===== config.mk =====
export PLATFORM = sky130hd
export DESIGN_NAME = fxu_rs
export DESIGN_NICKNAME = d
export VERILOG_FILES = /design/src/rtl/fxu_rs_pkg.sv /design/src/rtl/fxu_rs_entry.sv /design/src/rtl/fxu_rs.sv
export SDC_FILE = /design/constraint.sdc
export NUM_CORES = 1
export LEC_CHECK = 0
export ABC_AREA = 1
export CAP_MARGIN = 20
export CORE_UTILIZATION = 40
export CTS_BUF_LIST = sky130_fd_sc_hd__clkbuf_4
export DETAILED_ROUTE_END_ITERATION = 10
export PLACE_DENSITY = 0.57
export SKIP_CTS_REPAIR_TIMING = 1
export SYNTH_ARGS = -nofsm -noshare
export SYNTH_HDL_FRONTEND = slang
export SYNTH_SLANG_ARGS = --single-unit

===== constraint.sdc =====
create_clock -name clk -period 2.3 [get_ports clk]
set_input_delay 0.46 -clock clk [delete_from_list [all_inputs] [get_ports clk]]
set_output_delay 0.46 -clock clk [all_outputs]
set_load 0.02 [all_outputs]

===== src/rtl/fxu_rs_pkg.sv =====
// fxu_rs_pkg: shared widths, opcodes and entry-state encoding for the
// fixed-point reservation station.
package fxu_rs_pkg;
  localparam int TAG_W  = 6;
  localparam int DATA_W = 16;
  localparam int OP_W   = 4;

  localparam logic [OP_W-1:0] OP_ADD = 4'd1;
  localparam logic [OP_W-1:0] OP_JEQ = 4'd6;

  typedef enum logic [1:0] {
    ST_FREE   = 2'd0,
    ST_WAIT   = 2'd1,
    ST_READY  = 2'd2,
    ST_ISSUED = 2'd3
  } ent_state_t;
endpackage


===== src/rtl/fxu_rs_entry.sv =====
// fxu_rs_entry: one reservation-station slot. Holds op and two operands,
// captures pending operands from the CDB, and frees itself when the FXU
// result carrying its own tag is broadcast.
//   alloc      : dispatch is written into this slot (slot must be FREE)
//   issue      : slot is selected for issue this cycle (slot is READY)
//   disp_*     : dispatched op / operand presence / tags / values
//   cdb_*      : common data bus snoop
//   is_free    : slot FREE (pre-clock state)
//   is_ready   : slot READY (pre-clock state)
//   op/val0/val1 : stored payload presented to the issue mux
module fxu_rs_entry
  import fxu_rs_pkg::*;
#(
  parameter logic [TAG_W-1:0] TAG = '0
) (
  input  logic              clk,
  input  logic              reset,
  input  logic              alloc,
  input  logic              issue,
  input  logic [OP_W-1:0]   disp_op,
  input  logic              disp_rdy0,
  input  logic [TAG_W-1:0]  disp_tag0,
  input  logic [DATA_W-1:0] disp_val0,
  input  logic              disp_rdy1,
  input  logic [TAG_W-1:0]  disp_tag1,
  input  logic [DATA_W-1:0] disp_val1,
  input  logic              cdb_valid,
  input  logic [TAG_W-1:0]  cdb_tag,
  input  logic [DATA_W-1:0] cdb_data,
  output logic              is_free,
  output logic              is_ready,
  output logic [OP_W-1:0]   op,
  output logic [DATA_W-1:0] val0,
  output logic [DATA_W-1:0] val1
);
  ent_state_t       st;
  logic             rdy0, rdy1;
  logic [TAG_W-1:0] tag0, tag1;

  // Stored-operand hits, dispatch-bypass hits, and own-tag broadcast.
  logic hit0, hit1, dhit0, dhit1, own_hit;
  assign hit0    = cdb_valid && (cdb_tag == tag0);
  assign hit1    = cdb_valid && (cdb_tag == tag1);
  assign dhit0   = cdb_valid && (cdb_tag == disp_tag0);
  assign dhit1   = cdb_valid && (cdb_tag == disp_tag1);
  assign own_hit = cdb_valid && (cdb_tag == TAG);

  assign is_free  = (st == ST_FREE);
  assign is_ready = (st == ST_READY);

  always_ff @(posedge clk) begin
    if (reset) begin
      st   <= ST_FREE;
      rdy0 <= 1'b0;
      rdy1 <= 1'b0;
      tag0 <= '0;
      tag1 <= '0;
      op   <= '0;
      val0 <= '0;
      val1 <= '0;
    end else begin
      case (st)
        ST_FREE: if (alloc) begin
          op   <= disp_op;
          tag0 <= disp_tag0;
          tag1 <= disp_tag1;
          rdy0 <= disp_rdy0 || dhit0;
          rdy1 <= disp_rdy1 || dhit1;
          // A pending operand not bypassed latches don't-care data; it is
          // overwritten on capture.
          val0 <= disp_rdy0 ? disp_val0 : cdb_data;
          val1 <= disp_rdy1 ? disp_val1 : cdb_data;
          st   <= ((disp_rdy0 || dhit0) && (disp_rdy1 || dhit1)) ? ST_READY : ST_WAIT;
        end
        ST_WAIT: begin
          if (!rdy0 && hit0) begin
            rdy0 <= 1'b1;
            val0 <= cdb_data;
          end
          if (!rdy1 && hit1) begin
            rdy1 <= 1'b1;
            val1 <= cdb_data;
          end
          if ((rdy0 || hit0) && (rdy1 || hit1)) st <= ST_READY;
        end
        ST_READY:  if (issue)   st <= ST_ISSUED;
        ST_ISSUED: if (own_hit) st <= ST_FREE;
      endcase
    end
  end

`ifndef SYNTHESIS
  // Own tag on the CDB before issue means a tag was aliased upstream.
  always_ff @(posedge clk) begin
    if (!reset && own_hit && (st == ST_WAIT || st == ST_READY)) begin
      $display("fxu_rs_entry: tag %0d broadcast while entry not issued", TAG);
      $finish;
    end
  end
`endif
endmodule


===== src/rtl/fxu_rs.sv =====
// fxu_rs: reservation-station bank in front of the fixed-point unit.
// Allocates the lowest FREE entry on dispatch, snoops the CDB through each
// entry, and issues the lowest READY entry to the FXU at most every other
// cycle.
//   disp_*   : dispatch request; disp_tag/full report allocation (comb)
//   cdb_*    : common data bus broadcast
//   fxu_*    : registered issue strobe and payload; fxu_busy from the FXU
module fxu_rs
  import fxu_rs_pkg::*;
#(
  parameter int               NUM_ENTRIES = 4,
  parameter logic [TAG_W-1:0] BASE_TAG    = 6'd0
) (
  input  logic              clk,
  input  logic              reset,
  input  logic              disp_valid,
  input  logic [OP_W-1:0]   disp_op,
  input  logic              disp_rdy0,
  input  logic [TAG_W-1:0]  disp_tag0,
  input  logic [DATA_W-1:0] disp_val0,
  input  logic              disp_rdy1,
  input  logic [TAG_W-1:0]  disp_tag1,
  input  logic [DATA_W-1:0] disp_val1,
  output logic [TAG_W-1:0]  disp_tag,
  output logic              full,
  input  logic              cdb_valid,
  input  logic [TAG_W-1:0]  cdb_tag,
  input  logic [DATA_W-1:0] cdb_data,
  output logic              fxu_valid,
  output logic [TAG_W-1:0]  fxu_rs_num,
  output logic [OP_W-1:0]   fxu_op,
  output logic [DATA_W-1:0] fxu_val0,
  output logic [DATA_W-1:0] fxu_val1,
  input  logic              fxu_busy
);
  localparam int IDX_W = $clog2(NUM_ENTRIES);

  logic [NUM_ENTRIES-1:0]             ent_free, ent_ready, ent_alloc, ent_issue;
  logic [NUM_ENTRIES-1:0][OP_W-1:0]   ent_op;
  logic [NUM_ENTRIES-1:0][DATA_W-1:0] ent_val0, ent_val1;
  logic [IDX_W-1:0]                   alloc_idx, issue_idx;
  logic                               issue_go;

  // Lowest-index priority: scan downward so the last hit wins.
  always_comb begin
    alloc_idx = '0;
    issue_idx = '0;
    for (int i = NUM_ENTRIES - 1; i >= 0; i--) begin
      if (ent_free[i])  alloc_idx = IDX_W'(i);
      if (ent_ready[i]) issue_idx = IDX_W'(i);
    end
  end

  assign full     = ~|ent_free;
  assign disp_tag = BASE_TAG + TAG_W'(alloc_idx);

  // FXU occupies two cycles per op: no issue right after an issue, and none
  // while it reports busy outside our own issue pulse.
  assign issue_go = !fxu_valid && !(fxu_busy && !fxu_valid) && |ent_ready;

  for (genvar i = 0; i < NUM_ENTRIES; i++) begin : g_ent
    assign ent_alloc[i] = disp_valid && !full && (alloc_idx == IDX_W'(i));
    assign ent_issue[i] = issue_go && (issue_idx == IDX_W'(i));

    fxu_rs_entry #(.TAG(BASE_TAG + TAG_W'(i))) u_ent (
      .clk       (clk),
      .reset     (reset),
      .alloc     (ent_alloc[i]),
      .issue     (ent_issue[i]),
      .disp_op   (disp_op),
      .disp_rdy0 (disp_rdy0),
      .disp_tag0 (disp_tag0),
      .disp_val0 (disp_val0),
      .disp_rdy1 (disp_rdy1),
      .disp_tag1 (disp_tag1),
      .disp_val1 (disp_val1),
      .cdb_valid (cdb_valid),
      .cdb_tag   (cdb_tag),
      .cdb_data  (cdb_data),
      .is_free   (ent_free[i]),
      .is_ready  (ent_ready[i]),
      .op        (ent_op[i]),
      .val0      (ent_val0[i]),
      .val1      (ent_val1[i])
    );
  end

  always_ff @(posedge clk) begin
    if (reset) begin
      fxu_valid  <= 1'b0;
      fxu_rs_num <= '0;
      fxu_op     <= '0;
      fxu_val0   <= '0;
      fxu_val1   <= '0;
    end else begin
      fxu_valid <= issue_go;
      if (issue_go) begin
        fxu_rs_num <= BASE_TAG + TAG_W'(issue_idx);
        fxu_op     <= ent_op[issue_idx];
        fxu_val0   <= ent_val0[issue_idx];
        fxu_val1   <= ent_val1[issue_idx];
      end
    end
  end
endmodule


# --- Yosys cells after proc, flatten, opt, wreduce, memory -nomap -nowiden ---
# Cells that the tools add are included.
totals:
  reg_bits: 247
op_classes:
  n_mux: 85
  n_reduce_logical: 89
  order_cmp: 1
  n_eq_ne: 55
op_table:
  columns: ["operator", "n"]
  rows:
  - ["$mux W16", 20]
  - ["$pmux W16 S2", 8]
  - ["$bmux W16 S2", 2]
  - ["$eq A6 B6 Y1", 10]
  - ["$mux W2", 25]
  - ["$ne A2 B1 Y1 const B", 24]
  - ["$logic_and A1 B1 Y1", 39]
  - ["$pmux W2 S4", 4]
  - ["$eq A2 B2 Y1 const B", 12]
  - ["$reduce_and A3 Y1", 8]
  - ["$mux W1", 16]
  - ["$pmux W1 S2", 8]
  - ["$reduce_and A4 Y1", 4]
  - ["$eq A2 B1 Y1 const B", 6]
  - ["$eq A6 B2 Y1 const B", 2]
  - ["$logic_not A2 Y1", 6]
  - ["$logic_not A1 Y1", 11]
  - ["$logic_or A1 B1 Y1", 10]
  - ["$bmux W4 S2", 1]
  - ["$reduce_and A2 Y1", 4]
  - ["$reduce_bool A2 Y1", 4]
  - ["$reduce_or A4 Y1", 2]
  - ["$eq A6 B1 Y1 const B", 1]
  - ["$logic_not A6 Y1", 1]
  - ["other kinds (2)", 2]

# --- Logic depth before layout (Yosys ltp) ---
depth:
  word_depth: 9
  depth_mapped: 15
  ltp_nobuf: 14

# --- Hierarchy ---
# Synthesis repeated with hierarchy kept, for this count alone.
unflattened:
  hier_cells: 2296
  hier_area_um2: 15718.8
modules_own_cells:
  columns: ["module", "cells_per_inst", "seq_area_each_um2", "n_inst", "area_each_um2"]
  rows:
  - ["fxu_rs", 671, 780.7, 1, 3523.4]
  - ["fxu_rs_entry (g_ent[2].u_ent)", 412, 1041.0, 1, 3246.9]
  - ["fxu_rs_entry (g_ent[1].u_ent)", 412, 1041.0, 1, 3199.3]
  - ["fxu_rs_entry (g_ent[0].u_ent)", 405, 1041.0, 1, 2894.0]
  - ["fxu_rs_entry (g_ent[3].u_ent)", 396, 1041.0, 1, 2855.2]

# --- Least setup slack after synthesis ---
# OpenSTA, ideal clock, no wires.
synth_path:
  path_kind: "register to output"
  startpoint: "register g_ent[1].u_ent.st[0]"
  endpoint: "output port full"
  arrival_ns: 1.411
  required_ns: 1.840
  path_stages_with_launch: 7
  path_slack_ns: 0.429
  cell_sequence: "dfxtp_1 > inv_1 > ha_1 > buf_2 > nor2_1 > inv_1 > nor3_1"
synth_between:
  elab_chain_cells: 3
synth_lines:
  columns: ["element", "line_no", "text"]
  rows:
  - ["from (decl)", "fxu_rs_entry.sv:36", "ent_state_t st;"]
  - ["from (signal assigned)", "fxu_rs_entry.sv:73", "st <= ((disp_rdy0 || dhit0) && (disp_rdy1 || dhit1)) ? ST_READY : ST_WAIT;"]
  - ["$logic_not A2 Y1", "fxu_rs_entry.sv:48", "assign is_free = (st == ST_FREE);"]
  - ["$reduce_or A4 Y1", "fxu_rs.sv:54", "assign full = ~|ent_free;"]
  - ["$logic_not A1 Y1", "fxu_rs.sv:54", null]
  - ["to (decl)", "fxu_rs.sv:25", "output logic full,"]
# Every way passes these cells.

# --- Worst setup path after layout ---
layout_path:
  startpoint: "register g_ent[3].u_ent.st[1]"
  endpoint: "output port disp_tag[0]"
layout_between:
  elab_chain_cells: 5
layout_lines:
  columns: ["element", "line_no", "text"]
  rows:
  - ["from (decl)", "fxu_rs_entry.sv:36", null]
  - ["from (signal assigned)", "fxu_rs_entry.sv:73", null]
  - ["$logic_not A2 Y1", "fxu_rs_entry.sv:48", null]
  - ["$mux W2 (4 in a row)", "fxu_rs.sv:49", "if (ent_free[i]) alloc_idx = IDX_W'(i);"]
  - ["to (decl)", "fxu_rs.sv:24", "output logic [TAG_W-1:0] disp_tag,"]
# Every way passes these cells.

==> flow_summary.toml <==
[pwr]
p_per_area_nw_per_um2 = 1340
seqPwrFrac_pct = 28.2
p_comb_share_pct = 54.0
switching_share_pct = 45.2
intPower_w = 0.0125
p_sw_w = 0.0103
ir_drop_uv = 674
finalPower_w = 0.0228
leakagePower_nw = 7.79
p_clk_share_pct = 17.8

[synth]
synth_most_common_cell = "nand2_1"
synth_edf_count = 0
synth.avg_cell_area_um2 = 6.31
synth_seq_cells = 247
syn_inst = 2158
ys_top_cells_by_count = "440 x nand2_1, 297 x o21ai_0, 275 x nor2_1"
ys.flop_type = "dfxtp_1"
synth_top_area_share_pct = 36.3
ys_seq_area_share_pct = 36.3
synth_area_leaders = "dfxtp_1 36%, nand2_1 12%, o21ai_0 11%"
synth_top_area_cell = "dfxtp_1"
synthArstFlopShare_pct = 0
ys_warn_count = 0
synth.distinct_cells = 36
syn_area_um2 = 13600

[clocking]
clk_latency_ns = 0.73
cts_sinks = 247
cts_root_buf = "clkbuf_4"
htreeDepth = 3
path_clk_slew_ns = 0.06
ctsLongestPathBuffers = 3
cts-buffers-inserted = 72
tritoncts = "done"

[drt]
drtIter0Drc = 821
num_vias = 14494
firstDrtPassIters = 5
totalWireLength_um = 47700
viasPerCell = 5.12
post-route-drc-count = 0
antenna_left = 0
wire_per_inst_um = 16.8

[grt]
antenna_found_initial = 2
grt_pass1_wl_um = 74700
grtUsageTotal_pct = 27.2
grt_max_degree = 65
grt_pass1_vias = 13970
overflow = 0

[place]
place.gp.congestion = 0.868
place_ws_ns = -0.432
place_hpwl_um = 33900
portBuffers = 118

[timing]
post-route-period-util_pct = 98.8
finalSetupViolCount = 0
skew_ns = 0.0469
hold_viol = 0
rsz0062_at_grt = "yes"
final-max-slew-violation-count = 0
tns_ns = 0
fin_ws_ns = 0.0281
period_needed_ns = 2.27
max_slew.worst_pin.slew_ns = 0.526
fmaxAchievable_mhz = 440
slew_headroom_pct = 64.6

[finish]
drive_gt1_share_pct = 12.9
fill_cells = 3487
final_core_util_pct = 50.7
syn_to_final_growth_pct = 25.0
final_nets = 2435

[critical_path]
crit_arrival_ns = 1.81
critPathKind = "reg -> out"
endpoint_kind = "output pin"
start_kind = "flop"
crit_path_max_fanout = 4
critPathRequiredTime_ns = 1.84

[floorplanning]
dieArea_um2 = 34800
ios = 127
core_region_area_um2 = 33500
die_width_um = 186
std_cell_rows = 67
die_h_um = 186
start_util_pct = 40.6

[run_status]
outcome = "complete, no violations"

[job]
maxCapViolCount = 0

[hold_path]
hold_class = "in -> reg"
critical path, cell delays in order, from the launching register on:
cell,delay (ns)
dfxtp_2,0.34
inv_2,0.09
ha_4,0.18
inv_6,0.05
nor2_4,0.11
nor2_2,0.04
nor2_2,0.16
buf_6,0.14
per-stage QoR:
stage	instance area, µm²	hold WS, ns	cells
finish	17000	0.187	2832
CTS	16800	0.122	2824
floorplan	13600	0.427	2165
global route	17000	0.155	2832
detailed placement	16000	0.442	2710
global placement	16000	0.436	2710
power by group through the flow:
| stage | Clock [W] | Combinational, W | Sequential, W |
|---|---|---|---|
| final | 0.00405 | 0.0123 | 0.00643 |
| after global routing | 0.00439 | 0.0136 | 0.00660 |
| after CTS | 0.00417 | 0.0120 | 0.00641 |
| after detailed placement | 0 | 0.0119 | 0.00649 |
| after global placement | 0 | 0.0118 | 0.00646 |
| after floorplan | 0 | 0.00707 | 0.00667 |
final timing paths:
path / start / end / slack [ns] / depth (start not counted)
worst min-delay path: reset / g_ent[1].u_ent.val1[5] / 0.19 / 4
worst max register to register: g_ent[1].u_ent.st[0] / fxu_val0[0] / 0.10 / 11
worst min register to register: g_ent[0].u_ent.val1[2] / g_ent[0].u_ent.val1[2] / 0.45 / 2
worst max-delay path: g_ent[3].u_ent.st[1] / disp_tag[0] / 0.03 / 7
final cells by class:
type | instances | area [µm²] | share of cell area (%)
Inverter | 271 | 1030 | 6.05
Timing Repair Buffer | 250 | 2510 | 14.8
Antenna cell | 2 | 5.00 | 0.0294
Tap cell | 448 | 561 | 3.30
Clock buffer | 104 | 781 | 4.59
Clock inverter | 10 | 66.3 | 0.390
Multi-Input combinational cell | 1500 | 7100 | 41.8
Sequential cell | 247 | 4950 | 29.1
flip-flops by register name, summed over array words and instances (netlist names):
register and count:
g_ent.u_ent.rdy1 4, g_ent.u_ent.tag1 24, g_ent.u_ent.st 8, fxu_valid 1
g_ent.u_ent.rdy0 4, fxu_val1 16, g_ent.u_ent.val0 64, fxu_rs_num 2
g_ent.u_ent.val1 64, g_ent.u_ent.tag0 24, g_ent.u_ent.op 16, fxu_val0 16
fxu_op 4
cell usage in the layout (no fill, tap or decap), types with 4 or more instances in the layout:
cell type,count
nor2_1,271
buf_4,105
o21ai_1,10
conb_1,8
inv_1,252
o22ai_1,18
nand2_1,439
buf_12,27
xnor2_1,4
nand2_2,5
a211oi_1,4
clkinv_1,8
ha_1,12
a21oi_2,11
a21oi_1,264
inv_2,15
clkdlybuf4s50_1,114
dfxtp_2,7
ha_4,4
clkbuf_4,104
o21ai_0,297
a21boi_0,20
dfxtp_1,240
nand3_1,100
nand4_1,4
logic make-up after synthesis:
family | count (synthesis) | synth area share [%]
AO/OA/AOI/OAI | 638 | 25.1
XOR/XNOR | 7 | 0.451
adder cells (fa/ha/maj) | 16 | 1.47
buffers and inverters | 418 | 12.5
flip-flops | 247 | 36.3
other | 1 | 0.0276
AND/OR/NAND/NOR | 831 | 24.2
routing by layer:
| metal | share of wire [%] | GRT usage, % |
|---|---|---|
| met1 | 43 | 33.4 |
| met2 | 48 | 46.3 |
| met3 | 5.3 | 4.76 |
| met4 | 3.7 | 12.2 |
| met5 | 0 | 0 |
Note: power is estimated with default switching activity, not from simulation.
